<file path="src/rtl/apb4_pkg.sv">
// apb4_pkg: shared types and constants for the APB4 master.
//   - apb_state_e : transfer FSM states (IDLE / SETUP / ACCESS)
//   - PPROT_*     : PPROT bit meanings (privileged, non-secure, instruction)
//   - DEF_*       : default widths and limits used as parameter defaults
//   - sel_bits()  : width of the slave-index field in the address
package apb4_pkg;

  typedef enum logic [1:0] {
    IDLE   = 2'd0,
    SETUP  = 2'd1,
    ACCESS = 2'd2
  } apb_state_e;

  localparam logic [2:0] PPROT_PRIV   = 3'b001;
  localparam logic [2:0] PPROT_NONSEC = 3'b010;
  localparam logic [2:0] PPROT_INSTR  = 3'b100;

  localparam int DEF_DATA_WIDTH     = 32;
  localparam int DEF_ADDR_WIDTH     = 32;
  localparam int DEF_NUM_SLAVES     = 4;
  localparam int DEF_TIMEOUT_CYCLES = 256;

  // A single slave still needs a one-bit index field.
  function automatic int sel_bits(input int n);
    return (n <= 1) ? 1 : $clog2(n);
  endfunction

endpackage

</file>
<file path="src/rtl/apb4_addr_decoder.sv">
// apb4_addr_decoder: combinational slave-index decode.
//   addr_sel   in  SEL_BITS    top SEL_BITS bits of the request address
//   idx        out SEL_BITS    slave index
//   sel        out NUM_SLAVES  one-hot select (all zero on decode error)
//   decode_err out 1           index does not map to an existing slave
// Only the select field is passed in; the rest of the address carries no
// decode information.
module apb4_addr_decoder
  import apb4_pkg::*;
#(
  parameter int NUM_SLAVES = DEF_NUM_SLAVES,
  parameter int SEL_BITS   = sel_bits(DEF_NUM_SLAVES)
) (
  input  logic [SEL_BITS-1:0]   addr_sel,
  output logic [SEL_BITS-1:0]   idx,
  output logic [NUM_SLAVES-1:0] sel,
  output logic                  decode_err
);

  always_comb begin
    idx        = addr_sel;
    decode_err = (int'(addr_sel) >= NUM_SLAVES);
    sel        = '0;
    for (int i = 0; i < NUM_SLAVES; i++) begin
      sel[i] = !decode_err && (addr_sel == SEL_BITS'(i));
    end
  end

endmodule

</file>
<file path="src/rtl/apb4_master_mux.sv">
// apb4_master_mux: single-beat APB4 master driving NUM_SLAVES slaves.
//   PCLK/PRESET          clock, asynchronous active-high reset
//   req_*                valid/ready command port (addr, write, wdata, strb, prot)
//   rsp_*                one-cycle response pulse (rdata, slverr)
//   PADDR..PENABLE       registered APB4 request outputs, PSEL one-hot
//   PREADY/PRDATA/PSLVERR per-slave returns, muxed by the captured index
// Optional build macro APB_TIMEOUT_EN adds an ACCESS-phase watchdog of
// TIMEOUT_CYCLES cycles that aborts a stuck transfer with an error response.
module apb4_master_mux
  import apb4_pkg::*;
#(
  parameter int DATA_WIDTH     = DEF_DATA_WIDTH,
  parameter int ADDR_WIDTH     = DEF_ADDR_WIDTH,
  parameter int NUM_SLAVES     = DEF_NUM_SLAVES,
  parameter int TIMEOUT_CYCLES = DEF_TIMEOUT_CYCLES
) (
  input  logic                             PCLK,
  input  logic                             PRESET,
  input  logic                             req_valid,
  output logic                             req_ready,
  input  logic [ADDR_WIDTH-1:0]            req_addr,
  input  logic                             req_write,
  input  logic [DATA_WIDTH-1:0]            req_wdata,
  input  logic [DATA_WIDTH/8-1:0]          req_strb,
  input  logic [2:0]                       req_prot,
  output logic                             rsp_valid,
  output logic [DATA_WIDTH-1:0]            rsp_rdata,
  output logic                             rsp_slverr,
  output logic [ADDR_WIDTH-1:0]            PADDR,
  output logic [2:0]                       PPROT,
  output logic                             PWRITE,
  output logic [DATA_WIDTH-1:0]            PWDATA,
  output logic [DATA_WIDTH/8-1:0]          PSTRB,
  output logic [NUM_SLAVES-1:0]            PSEL,
  output logic                             PENABLE,
  input  logic [NUM_SLAVES-1:0]            PREADY,
  input  logic [NUM_SLAVES*DATA_WIDTH-1:0] PRDATA,
  input  logic [NUM_SLAVES-1:0]            PSLVERR
);

  localparam int STRB_WIDTH = DATA_WIDTH / 8;
  localparam int SEL_BITS   = sel_bits(NUM_SLAVES);

  if (NUM_SLAVES < 1 || NUM_SLAVES > 16) begin : g_bad_num_slaves
    $error("apb4_master_mux: NUM_SLAVES must be 1..16");
  end
  if (DATA_WIDTH % 8 != 0) begin : g_bad_data_width
    $error("apb4_master_mux: DATA_WIDTH must be a multiple of 8");
  end
  if (TIMEOUT_CYCLES < 1) begin : g_bad_timeout
    $error("apb4_master_mux: TIMEOUT_CYCLES must be at least 1");
  end

  apb_state_e state, state_d;

  logic [SEL_BITS-1:0]   dec_idx, idx_q;
  logic [NUM_SLAVES-1:0] dec_sel;
  logic                  dec_err, derr_q;
  logic                  sel_ready, sel_err;
  logic [DATA_WIDTH-1:0] sel_rdata;
  logic                  xfer_ok, abort, done, accept;

  apb4_addr_decoder #(
    .NUM_SLAVES (NUM_SLAVES),
    .SEL_BITS   (SEL_BITS)
  ) u_dec (
    .addr_sel   (req_addr[ADDR_WIDTH-1 -: SEL_BITS]),
    .idx        (dec_idx),
    .sel        (dec_sel),
    .decode_err (dec_err)
  );

  // Return-path mux keyed on the captured index; an out-of-range index
  // matches nothing, so unselected and non-existent slaves read as zero.
  always_comb begin
    sel_ready = 1'b0;
    sel_err   = 1'b0;
    sel_rdata = '0;
    for (int i = 0; i < NUM_SLAVES; i++) begin
      if (idx_q == SEL_BITS'(i)) begin
        sel_ready = PREADY[i];
        sel_err   = PSLVERR[i];
        sel_rdata = PRDATA[i*DATA_WIDTH +: DATA_WIDTH];
      end
    end
  end

  // A decode error completes on the first ACCESS cycle without a slave.
  assign xfer_ok = (state == ACCESS) && (derr_q || sel_ready);

`ifdef APB_TIMEOUT_EN
  localparam int TMO_W = $clog2(TIMEOUT_CYCLES) + 1;
  logic [TMO_W-1:0] tmo_cnt;

  always_ff @(posedge PCLK or posedge PRESET) begin
    if (PRESET) begin
      tmo_cnt <= '0;
    end else if (state == SETUP) begin
      tmo_cnt <= '0;
    end else if (state == ACCESS && !xfer_ok) begin
      tmo_cnt <= tmo_cnt + 1'b1;
    end
  end

  assign abort = (state == ACCESS) && !xfer_ok &&
                 (tmo_cnt == TMO_W'(TIMEOUT_CYCLES - 1));
`else
  assign abort = 1'b0;
`endif

  assign done      = xfer_ok || abort;
  // Ready in the completing ACCESS cycle allows back-to-back transfers;
  // an abort cycle never accepts.
  assign req_ready = !PRESET && ((state == IDLE) || xfer_ok);
  assign accept    = req_valid && req_ready;

  always_ff @(posedge PCLK or posedge PRESET) begin
    if (PRESET) state <= IDLE;
    else        state <= state_d;
  end

  always_comb begin
    state_d = state;
    case (state)
      IDLE:    if (accept) state_d = SETUP;
      SETUP:   state_d = ACCESS;
      ACCESS: begin
        if (xfer_ok)    state_d = req_valid ? SETUP : IDLE;
        else if (abort) state_d = IDLE;
      end
      default: state_d = IDLE;
    endcase
  end

  // APB request registers: loaded on accept, held otherwise.
  always_ff @(posedge PCLK or posedge PRESET) begin
    if (PRESET) begin
      PADDR   <= '0;
      PPROT   <= '0;
      PWRITE  <= 1'b0;
      PWDATA  <= '0;
      PSTRB   <= '0;
      PSEL    <= '0;
      PENABLE <= 1'b0;
      idx_q   <= '0;
      derr_q  <= 1'b0;
    end else if (accept) begin
      PADDR   <= req_addr;
      PPROT   <= req_prot;
      PWRITE  <= req_write;
      PWDATA  <= req_wdata;
      PSTRB   <= req_write ? req_strb : STRB_WIDTH'(0);
      PSEL    <= dec_sel;
      PENABLE <= 1'b0;
      idx_q   <= dec_idx;
      derr_q  <= dec_err;
    end else if (state == SETUP) begin
      PENABLE <= 1'b1;
    end else if (done) begin
      PSEL    <= '0;
      PENABLE <= 1'b0;
    end
  end

  // Response stage: one pulse the cycle after completion.
  always_ff @(posedge PCLK or posedge PRESET) begin
    if (PRESET) begin
      rsp_valid  <= 1'b0;
      rsp_rdata  <= '0;
      rsp_slverr <= 1'b0;
    end else begin
      rsp_valid  <= done;
      rsp_rdata  <= (xfer_ok && !PWRITE && !derr_q && !sel_err) ? sel_rdata : '0;
      rsp_slverr <= abort || (xfer_ok && (derr_q || sel_err));
    end
  end

endmodule

</file>
<file path="config.mk">
export PLATFORM = sky130hd
export DESIGN_NAME = apb4_master_mux
export DESIGN_NICKNAME = d
export VERILOG_FILES = /design/src/rtl/apb4_pkg.sv /design/src/rtl/apb4_addr_decoder.sv /design/src/rtl/apb4_master_mux.sv
export SDC_FILE = /design/constraint.sdc
export NUM_CORES = 1
export LEC_CHECK = 0
export ABC_AREA = 1
export BUFFER_PORTS_ARGS = -buffer_cell sky130_fd_sc_hd__buf_2
export CORE_MARGIN = 5
export CORE_UTILIZATION = 37
export DETAILED_ROUTE_END_ITERATION = 7
export PLACE_DENSITY = 0.78
export SYNTH_ARGS = -nofsm -noshare
export SYNTH_HDL_FRONTEND = slang
export SYNTH_SLANG_ARGS = --single-unit
</file>
<file path="constraint.sdc">
create_clock -name PCLK -period 5.3 [get_ports PCLK]
set_input_delay 0.265 -clock PCLK [delete_from_list [all_inputs] [get_ports PCLK]]
set_output_delay 0.265 -clock PCLK [all_outputs]
set_load 0.02 [all_outputs]
</file>
### Word-level counts from Yosys, hierarchy flattened

Index checks and enable logic that the tools add are counted.

* input port bits: 211
* register bits after elaboration: 115
* output and inout port bits: 112
* word-level logic and storage cells: 64

* mux-type cells: 24
* equal/unequal tests: 11
* reduce and logical (&&, ||, !) cells: 17

Operators by type and width (count)
* 32-bit two-way mux: 5
* 4-bit two-way mux: 4
* 1-bit two-way mux: 12
* 2-bit == test (second input constant): 5
* 2-bit by 1-bit == test with 1-bit output (second input constant): 3
* 1-bit logical AND: 6
* 2-bit zero test: 3
* 2-bit inequality test (second input constant): 3
* 2-bit one-hot mux with 3 select lines: 1
* 2-bit two-way mux: 2
* 2-bit AND reduction: 2
* 1-bit zero test: 3
* 3-bit nonzero test: 1
* 2-bit nonzero test: 1
* 1-bit logical OR: 1

### Logic depth before layout (Yosys ltp)

Gate-level depths: netlist of the first run.

* depth in word-level cells: 11
* depth in mapped cells: 12
* mapped depth without buffers: 9

### Cells and area by module

Synthesis of the first run repeated with hierarchy kept, for this count alone.

* cell total of the unflattened synthesis: 677
* area, all modules: 5542.8 um^2

Modules (own cells, without submodules)
* apb4_master_mux: instances 1, area each 5490.3 um^2, sequential area each 2902.8 um^2, cells an instance 666
* apb4_addr_decoder: instances 1, area each 52.6 um^2, sequential area each 0.0 um^2, cells an instance 11

### Worst setup path before layout of the first run

OpenSTA, ideal clock, no wires.

* path type: input port to flip-flop
* start: in PRESET
* end: reg PADDR[13]
* library setup time: 0.084 ns
* required time: 5.216 ns
* data arrival time: 4.174 ns
* stages on the path: 4
* path slack: 1.042 ns
* cells stage by stage: inv_2 clkbuf_1 nand4_1 nand2_1

* longest elaborated chain between the ends: 3

Ends and longest elaborated chain
* start: declaration: line apb4_master_mux.sv:18 `input logic PRESET,`
* 1-bit zero test (no line)
* 1-bit logical AND: line apb4_master_mux.sv:114 `assign req_ready = !PRESET && ((state == IDLE) || xfer_ok);`
* 1-bit logical AND: line apb4_master_mux.sv:115 `assign accept = req_valid && req_ready;`
* end signal: assignment: line apb4_master_mux.sv:148 `PADDR <= req_addr;`
* end: declaration: line apb4_master_mux.sv:29 `output logic [ADDR_WIDTH-1:0] PADDR,`

Every way passes these cells.
A chain may end at the register's enable or synchronous reset.

==> out/metrics.yaml, run 1 <==
drtIter0Drc: 457
fp.dieH_um: 130
layout_worst_path_cycle_share_pct: 61.3
path_max_fanout: 47
rsz0062_at_grt: "false"
clock_sinks: 113
cts_tree: "done"
synth_cell_types: 25
crit_path_start: "PADDR[31]$_DFFE_PP0P_"
power_mw: 4.43
drive_above_1_share_pct: 39.5
r2r-start: "PADDR[31]$_DFFE_PP0P_"
gp_congestion: 0.931
cts-root-buf: "clkbuf_16"
start_util_pct: 37.3
area_growth_pct: 40.4
drv_slew: 0
detail-route-antenna-nets: 0
path_cells: "inv_2, nand2_1, nand2_1, nand3_2, nand2_2, nand2_4, nand2_2, buf_4, nand4_1, nand2_1"
outcome: "finished, final reports clean"
gr-usage-all-layers_pct: 21.1
vias_per_cell: 5.03
worstSetupStartpointType: "flip-flop"
coreArea_um2: 14400
slowest_stage: "inv_2"
cpPeakStageDelay_ns: 0.71
power_density_nw_per_um2: 589
die_area_um2: 17000
die_w_um: 130
setup_viol: 0
cts_resized: 0
final.setup_skew_ns: 0.00822
num-nets-final: 1144
cts-htree-levels: 4
dp_hpwl_um: 13400
yosysWarnings: 0
clkLatencyLatePin_ns: 0.41
r2r_cells: 10
cp.arrival_ns: 3.59
clockBufferDepth: 2
hold_viol_final: 0
grt_pass1_vias: 5371
syn_nets: 851
synth.cell_area_um2: 5360
grt_pass1_wl_um: 28200
grt_max_degree: 119
cp-end-kind: "flip-flop"
crit_type: "reg2reg"
period_needed_ns: 3.25
io_pins: 323
wl_per_cell_um: 16.5
port_buffers: 322
maxSlewHeadroom_pct: 26.0
drc: 0
max_clock_freq_ghz: 0.308
cp_data_required_time_ns: 5.64
antenna_found_initial: 1
hold_slack_ns: 0.0688
num_vias: 5687
ys_ff_latch: 113
cp_common_cell: "nand2_1"
finalWirelength_um: 18600
rows: 44
avgSynthCellArea_um2: 8.37
numCtsBuffers: 17
path_clk_slew_ns: 0.05
cts_setup_buffers: 0
irDropWorstVdd_mv: 0.287
syn_inst: 640
grt-ovfl-total: 0
drt_pass1_iterations: 5
cts_hold_buf: 0
ys_seq_area_share_pct: 52.8
leakagePower_nw: 4.29
worst_slew_pin_slew_ns: 1.11
drv_cap: 0
hp-class: "in2async"
final.setup.tns_ns: 0
[worst max-delay path: cells and delay by family, from the launching register on]
| kind | cells | cell delay (ns) |
|---|---|---|
| flops | 1 | 0.65 |
| simple gates | 8 | 1.27 |
| buf+inv | 2 | 1.21 |
[worst paths after layout]
kind	slack, ns	endpoint
hold reg to reg	0.47	PWDATA[1]$_DFFE_PP0P_
setup / recovery	2.05	PWDATA[19]$_DFFE_PP0P_
hold / removal	0.07	PSEL[0]$_DFFE_PP0P_
setup reg to reg	2.05	PWDATA[19]$_DFFE_PP0P_
min in group PCLK	0.10	PWDATA[14]$_DFFE_PP0P_
max in group asynchronous	3.86	rsp_rdata[23]$_DFF_PP0_
[per-stage QoR]
stage,worst slack (ns),std cells,util [%],area (um^2)
5_1_grt,1.70,1130,52.3,7520
2_1_floorplan,0.372,640,-,5360
3_3_place_gp,2.18,1098,48.3,6950
4_1_cts,2.06,1129,52.3,7520
6_report,2.05,1130,52.3,7520
3_5_place_dp,2.08,1098,48.3,6950
[cell usage after synthesis]
library cell,instances,area (um^2)
a21oi_1,53,265
a21oi_2,9,78.8
a221oi_1,1,8.76
buf_1,9,33.8
buf_2,12,60.1
buf_4,5,37.5
buf_6,9,101
clkbuf_1,17,63.8
dfrtp_1,113,2830
inv_1,14,52.6
inv_2,3,11.3
nand2_1,196,736
nand2_2,4,25.0
nand2_4,1,11.3
nand3_1,4,20.0
nand3_2,1,10.0
nand4_1,76,475
nand4_2,1,12.5
nor2_1,58,218
nor2_8,1,20.0
nor3_1,13,65.1
o2111a_1,1,11.3
o21ai_0,34,170
o311ai_0,4,35.0
o31ai_1,1,7.51
[where the power goes]
part / leakage, nW / switching [mW] / internal, mW / total, mW
clock network: 0.279 / 0.378 / 0.715 / 1.09
logic: 2.54 / 1.34 / 0.608 / 1.95
registers: 1.47 / 0.192 / 1.19 / 1.38
[routing by layer]
| layer | vias to the layer above | share of wire, % | global-route usage, % |
|---|---|---|---|
| li1 | 2750 | - | - |
| met1 | 2656 | 40 | 27.6 |
| met2 | 246 | 48 | 33.2 |
| met3 | 35 | 8.8 | 5.89 |
| met4 | 0 | 2.8 | 8.77 |
| met5 | - | 0 | 0 |
[kinds of logic after synthesis]
kind of cell	share of synthesized area (%)
flops	52.8
compound gates	10.8
buf+inv	6.73
simple gates	29.7
[cell usage in the layout (no fill, tap or decap)]
master	instances
nand2_1	196
nor2_1	58
a21oi_2	9
clkinv_2	2
nor2_8	1
clkbuf_8	6
diode_2	1
clkinvlp_4	1
inv_1	14
inv_2	2
nand3_1	4
o2111a_1	1
clkbuf_16	17
nand2_4	1
nor3_1	13
bufinv_16	1
nand3_2	1
nand4_4	1
dfrtp_1	113
buf_2	322
a221oi_1	1
buf_4	4
nand4_1	76
a21oi_1	53
o21ai_0	34
o31ai_1	1
inv_6	1
nand2_2	4
o311ai_0	4
clkbuf_1	4
[final cells by class]
class	count	area, um^2
Timing Repair Buffer	326	1640
Tap cell	184	230
Multi-Input combinational cell	458	2180
Inverter	17	68.8
Clock buffer	27	523
Sequential cell	113	2830
Fill cell	1387	6850
Clock inverter	4	47.5
Antenna cell	1	2.50
[registers in the layout, indices dropped and copies added (netlist names)]
register    flops
PWRITE          1
rsp_slverr      1
PWDATA         32
rsp_rdata      32
PPROT           3
PSEL            4
PADDR          32
PSTRB           4
PENABLE         1
state           2
rsp_valid       1
No activity file was read; power rests on OpenSTA's default activity.
==> inputs of run 2 (changes only) <==
--- a/config.mk
+++ b/config.mk
@@ -10,7 +10,7 @@
 export CORE_MARGIN = 5
 export CORE_UTILIZATION = 37
 export DETAILED_ROUTE_END_ITERATION = 7
-export PLACE_DENSITY = 0.78
+export PLACE_DENSITY = 0.75
 export SYNTH_ARGS = -nofsm -noshare
 export SYNTH_HDL_FRONTEND = slang
 export SYNTH_SLANG_ARGS = --single-unit
==> constraint.sdc (replaced) <==
create_clock -name PCLK -period 3.3 [get_ports PCLK]
set_input_delay 0.165 -clock PCLK [delete_from_list [all_inputs] [get_ports PCLK]]
set_output_delay 0.165 -clock PCLK [all_outputs]
set_load 0.02 [all_outputs]
==> run 2 against run 1 <==
Effect of this change:
- combinational power is 71% higher
- final area grew 9.9%
- utilization increased by 5.2 points
- clock skew is 0.0015 ns lower
- power is 66% higher
- non-clock buffer count grew 72
- final cell count rose by 6.4%
- critical path depth is 2 lower
- critical path type unchanged
- highest routed layer unchanged
==> out/metrics.yaml, run 2 (synthesized netlist as in run 1, its figures left out) <==
outcome: "finished, final reports clean"
rsz0062_at_grt: "false"
power_density_nw_per_um2: 891
final_common_cell: "buf_2"
hp-class: "in2async"
grt_pass1_wl_um: 29700
maxSlewHeadroom_pct: 39.1
cts_tree: "done"
n_antenna_cell: 0
cts_setup_buffers: 0
grt-ovfl-total: 0
die_area_um2: 17000
power_switching_mw: 3.24
intPower_mw: 4.12
comb_power_share_pct: 45.2
gr-usage-all-layers_pct: 22.4
finalWirelength_um: 19700
grt_max_degree: 191
hold_viol_final: 0
wl_per_cell_um: 16.4
leakagePower_nw: 4.60
max_clock_freq_ghz: 0.452
path_max_fanout: 57
cts-htree-levels: 4
setup_viol: 0
clockBufferDepth: 2
drive_above_1_share_pct: 37.6
period_needed_ns: 2.21
drv_cap: 0
fin_ws_ns: 1.09
seqPwrFrac_pct: 30.4
coreArea_um2: 14400
num_vias: 6088
die_w_um: 130
clock_sinks: 113
worst_slew_pin_slew_ns: 0.914
layout_common_cells: "buf_2, nand2_1, dfrtp_1, nand4_1, dlygate4sd3_1"
drt_pass1_iterations: 8
cts_resized: 0
io_pins: 323
gp_congestion: 0.890
cp-end-kind: "flip-flop"
layout_worst_path_cycle_share_pct: 67.1
reg.largest.list: "PADDR x32, PWDATA x32, rsp_rdata x32"
final.setup_skew_ns: 0.00669
dp.cells: 1103
pwr-share-clk_pct: 24.4
vias_per_cell: 5.06
cp.arrival_ns: 2.56
final.setup.tns_ns: 0
irDropWorstVdd_mv: 0.440
power_mw: 7.36
drv_slew: 0
cts-root-buf: "clkbuf_16"
start_util_pct: 37.3
dp_hpwl_um: 13300
final_cells: 1202
port_buffers: 322
cts_hold_buf: 67
crit_type: "reg2reg"
rows: 44
worstSetupStartpointType: "flip-flop"
detail-route-antenna-nets: 0
antenna_found_initial: 0
worstReg2RegEnd: "PADDR[2]$_DFFE_PP0P_"
r2r_cells: 8
swShare_pct: 44.0
grt_pass1_vias: 5873
clkLatencyLatePin_ns: 0.41
drc: 0
area_growth_pct: 54.3
dp_slack_ns: 1.14
fp.dieH_um: 130
numCtsBuffers: 17
cp_data_required_time_ns: 3.64
drtIter0Drc: 385
path_clk_slew_ns: 0.06
reg2reg_slack_ns: 1.09
r2r-start: "PADDR[30]$_DFFE_PP0P_"
num-nets-final: 1216
run 2: layer usage:
| metal | GRT usage, % | up-vias | wire (um) |
|---|---|---|---|
| met5 | 0 | - | 0 |
| met4 | 10.5 | 0 | 464 |
| met3 | 6.47 | 46 | 1570 |
| met2 | 36.5 | 288 | 9880 |
| met1 | 27.6 | 2857 | 7780 |
| li1 | - | 2897 | - |
run 2: how the worst max path moves through the flow:
stage / start / to / slack, ns
6_report: PADDR[30]$_DFFE_PP0P_ / PADDR[2]$_DFFE_PP0P_ / 1.09
5_1_grt: PADDR[30]$_DFFE_PP0P_ / PWDATA[3]$_DFFE_PP0P_ / 0.88
4_1_cts: PADDR[30]$_DFFE_PP0P_ / PWDATA[29]$_DFFE_PP0P_ / 1.11
3_5_place_dp: PADDR[30]$_DFFE_PP0P_ / rsp_rdata[26]$_DFF_PP0_ / 1.14
3_3_place_gp: PADDR[31]$_DFFE_PP0P_ / PADDR[4]$_DFFE_PP0P_ / 1.20
2_1_floorplan: PRESET / PADDR[0]$_DFFE_PP0P_ / 1.01
run 2: final cells by class:
type | count | area (um^2)
clock buffers | 17 | 425
multi-input cells | 458 | 2180
clock inverters | 15 | 161
repair buffers | 398 | 2370
flip-flops and latches | 113 | 2830
fillers | 1276 | 6100
inverters | 17 | 68.8
well taps | 184 | 230
run 2: per-stage QoR:
step	cell area, um^2	hold slack, ns	utilization, %
6_report	8270	0.0159	57.5
5_1_grt	8270	0.00394	57.5
4_1_cts	8270	0.0000832	57.5
3_5_place_dp	7010	0.410	48.8
3_3_place_gp	7010	0.405	48.8
2_1_floorplan	5360	0.307	-
run 2: power groups by stage:
stage          Sequential (mW)  Clock, mW  Combinational [mW]
6_report                  2.24       1.80                3.33
3_3_place_gp              2.23          0                3.21
4_1_cts                   2.23       1.84                3.32
2_1_floorplan             2.83          0                1.57
3_5_place_dp              2.23          0                3.25
5_1_grt                   2.30       1.91                3.64
run 2: critical path, stage by stage, from the launching register on:
cell and delay, ns:
dfrtp_1 0.55, nor2_1 0.23, nand2_1 0.10, nand3_2 0.09, nand3_1 0.15, nand4_4 0.23
buf_4 0.53, nand2_1 0.13, nand2_1 0.10
==> inputs of run 3 (changes only) <==
--- a/config.mk
+++ b/config.mk
@@ -10,7 +10,7 @@
 export CORE_MARGIN = 5
 export CORE_UTILIZATION = 37
 export DETAILED_ROUTE_END_ITERATION = 7
-export PLACE_DENSITY = 0.75
+export PLACE_DENSITY = 0.78
 export SYNTH_ARGS = -nofsm -noshare
 export SYNTH_HDL_FRONTEND = slang
 export SYNTH_SLANG_ARGS = --single-unit
==> constraint.sdc (replaced) <==
create_clock -name PCLK -period 1.79 [get_ports PCLK]
set_input_delay 0.0895 -clock PCLK [delete_from_list [all_inputs] [get_ports PCLK]]
set_output_delay 0.0895 -clock PCLK [all_outputs]
set_load 0.02 [all_outputs]
==> run 3 against run 2 <==
Effect of this change:
- power up 92%
- critical endpoint is now req_ready
- register-to-register slack worse by 0.98 ns
- utilization is 6.0 points higher
- global-route usage increased by 2.1 points
- sequential power rose by 81%
- worst setup slack worse by 0.98 ns
- largest cell class is now buffers
- final area up 10%
- hold slack better by 0.0055 ns
- critical path type is now reg2out
- critical path depth unchanged
- sequential share of layout area shrank 3.2 points
==> out/metrics.yaml, run 3 (synthesized netlist as in run 1, its figures left out) <==
area_growth_pct: 70.4
crit_type: "reg2out"
place_area_um2: 7180
layout_common_cells: "buf_2, nand2_1, dlygate4sd3_1, dfrtp_1, nand4_1"
final_cell_area_um2: 9130
dp_slack_ns: 0.156
die_area_um2: 17000
grt_pass1_wl_um: 32600
detail-route-antenna-nets: 0
r2r-start: "PADDR[31]$_DFFE_PP0P_"
hold_viol_final: 0
vias_per_cell: 5.14
leakagePower_nw: 4.98
power_density_nw_per_um2: 1550
die_w_um: 130
hp-class: "in2reg"
gr-usage-all-layers_pct: 24.5
layout_worst_path_cycle_share_pct: 94.4
drc: 0
drv_cap: 0
drv_slew: 0
num-nets-final: 1290
final.setup_skew_ns: 0.00652
port_buffers: 322
seqPwrFrac_pct: 28.6
fin_ws_ns: 0.100
cts_tree: "done"
reg.largest.list: "PADDR x32, PWDATA x32, rsp_rdata x32"
dp.cells: 1119
gp_congestion: 0.898
path_clk_slew_ns: 0.05
drtIter0Drc: 470
power_switching_mw: 5.98
coreArea_um2: 14400
grt_pass1_vias: 6414
path_max_fanout: 7
n_fill_cell: 1089
cts-root-buf: "clkbuf_16"
start_util_pct: 37.3
final.setup.tns_ns: 0
rsz0062_at_grt: "false"
io_pins: 323
period_needed_ns: 1.69
clock_sinks: 113
hold_path.startpoint: "req_strb[1]"
pwr-share-clk_pct: 23.8
irDropWorstVdd_mv: 1.26
power_mw: 14.2
hold_slack_ns: 0.0213
grt_max_degree: 73
antenna_found_initial: 0
maxSlewHeadroom_pct: 70.6
max_clock_freq_ghz: 0.592
fp.dieH_um: 130
intPower_mw: 8.18
clkLatencyLatePin_ns: 0.40
grt-ovfl-total: 0
final_common_cell: "buf_2"
final_cells: 1278
drive_above_1_share_pct: 38.0
setup_viol: 0
clockBufferDepth: 2
crit_path_start: "PADDR[31]$_DFFE_PP0P_"
outcome: "finished, final reports clean"
finalWirelength_um: 21800
cp_data_required_time_ns: 1.70
num_vias: 6568
rows: 44
comb_power_share_pct: 47.5
worst_slew_pin_slew_ns: 0.441
dp_hpwl_um: 13500
numCtsBuffers: 17
swShare_pct: 42.2
wl_per_cell_um: 17.1
cp.arrival_ns: 1.60
worstSetupStartpointType: "flip-flop"
finalCoreUtilization_pct: 63.5
cp-end-kind: "output port"
cts-htree-levels: 4
drt_pass1_iterations: 5
-- run 3: changes by cell type in the layout (fill, tap and decap cells not counted), sizes merged --
cell / before / now
clkbuf: 17 / 24
bufbuf: 0 / 1
dlygate4sd3: 67 / 117
diode: 0 / 2
inv: 19 / 16
buf: 331 / 352
clkinvlp: 4 / 5
clkinv: 7 / 3
bufinv: 2 / 3
-- run 3: path summary, 6_finish.rpt --
kind                                      endpoint  slack [ns]  cells after the start
min in group asynchronous      PSEL[0]$_DFFE_PP0P_        0.27                      3
hold reg to reg              PWDATA[3]$_DFFE_PP0P_        0.47                      2
setup reg to reg           rsp_rdata[26]$_DFF_PP0_        0.11                     10
setup / recovery                         req_ready        0.10                      8
max in group asynchronous    PADDR[11]$_DFFE_PP0P_        0.53                      5
hold / removal                PSTRB[1]$_DFFE_PP0P_        0.02                      5
-- run 3: critical path, cell delays in order (launching register included) --
cell and delay [ns]:
dfrtp_2 0.45, inv_2 0.07, nand2_1 0.05, nand2_1 0.07
nand3_2 0.07, nand2_2 0.09, nand2_4 0.10, a21oi_4 0.16
buf_6 0.14
-- run 3: area by class of cell --
class / count / area [um^2] / area share [%]
multi-input cells: 458 / 2230 / 24.4
flip-flops and latches: 113 / 2830 / 31.0
inverters: 17 / 72.6 / 0.795
repair buffers: 472 / 3180 / 34.8
clock inverters: 10 / 135 / 1.48
diodes: 2 / 5.00 / 0.0548
clock buffers: 22 / 454 / 4.97
well taps: 184 / 230 / 2.52
-- run 3: what timing repair did --
| item | CTS | global route |
|---|---|---|
| resized for setup | 7 | 11 |
| hold buffers | 117 | 0 |
| pin swaps | 1 | 2 |
| gates cloned | 1 | 2 |
| endpoints found under the hold margin | 118 | 0 |
| setup buffers | 4 | 3 |
| endpoints found under the setup margin | 1 | 21 |
-- run 3: power groups by stage --
stage	registers, mW	logic [mW]	clock network (mW)
2_1_floorplan	5.21	2.89	0
3_3_place_gp	4.03	6.04	0
3_5_place_dp	4.03	6.16	0
4_1_cts	4.03	6.43	3.44
5_1_grt	4.16	7.25	3.58
6_report	4.05	6.73	3.38
-- run 3: routing by layer --
layer  vias up  GRT usage, %  part of all wire, %
li1       3048             -                    -
met1      3081          29.5                   38
met2       368          40.9                   50
met3        71          6.30                  8.4
met4         0          11.8                  3.7
met5         -             0                    0
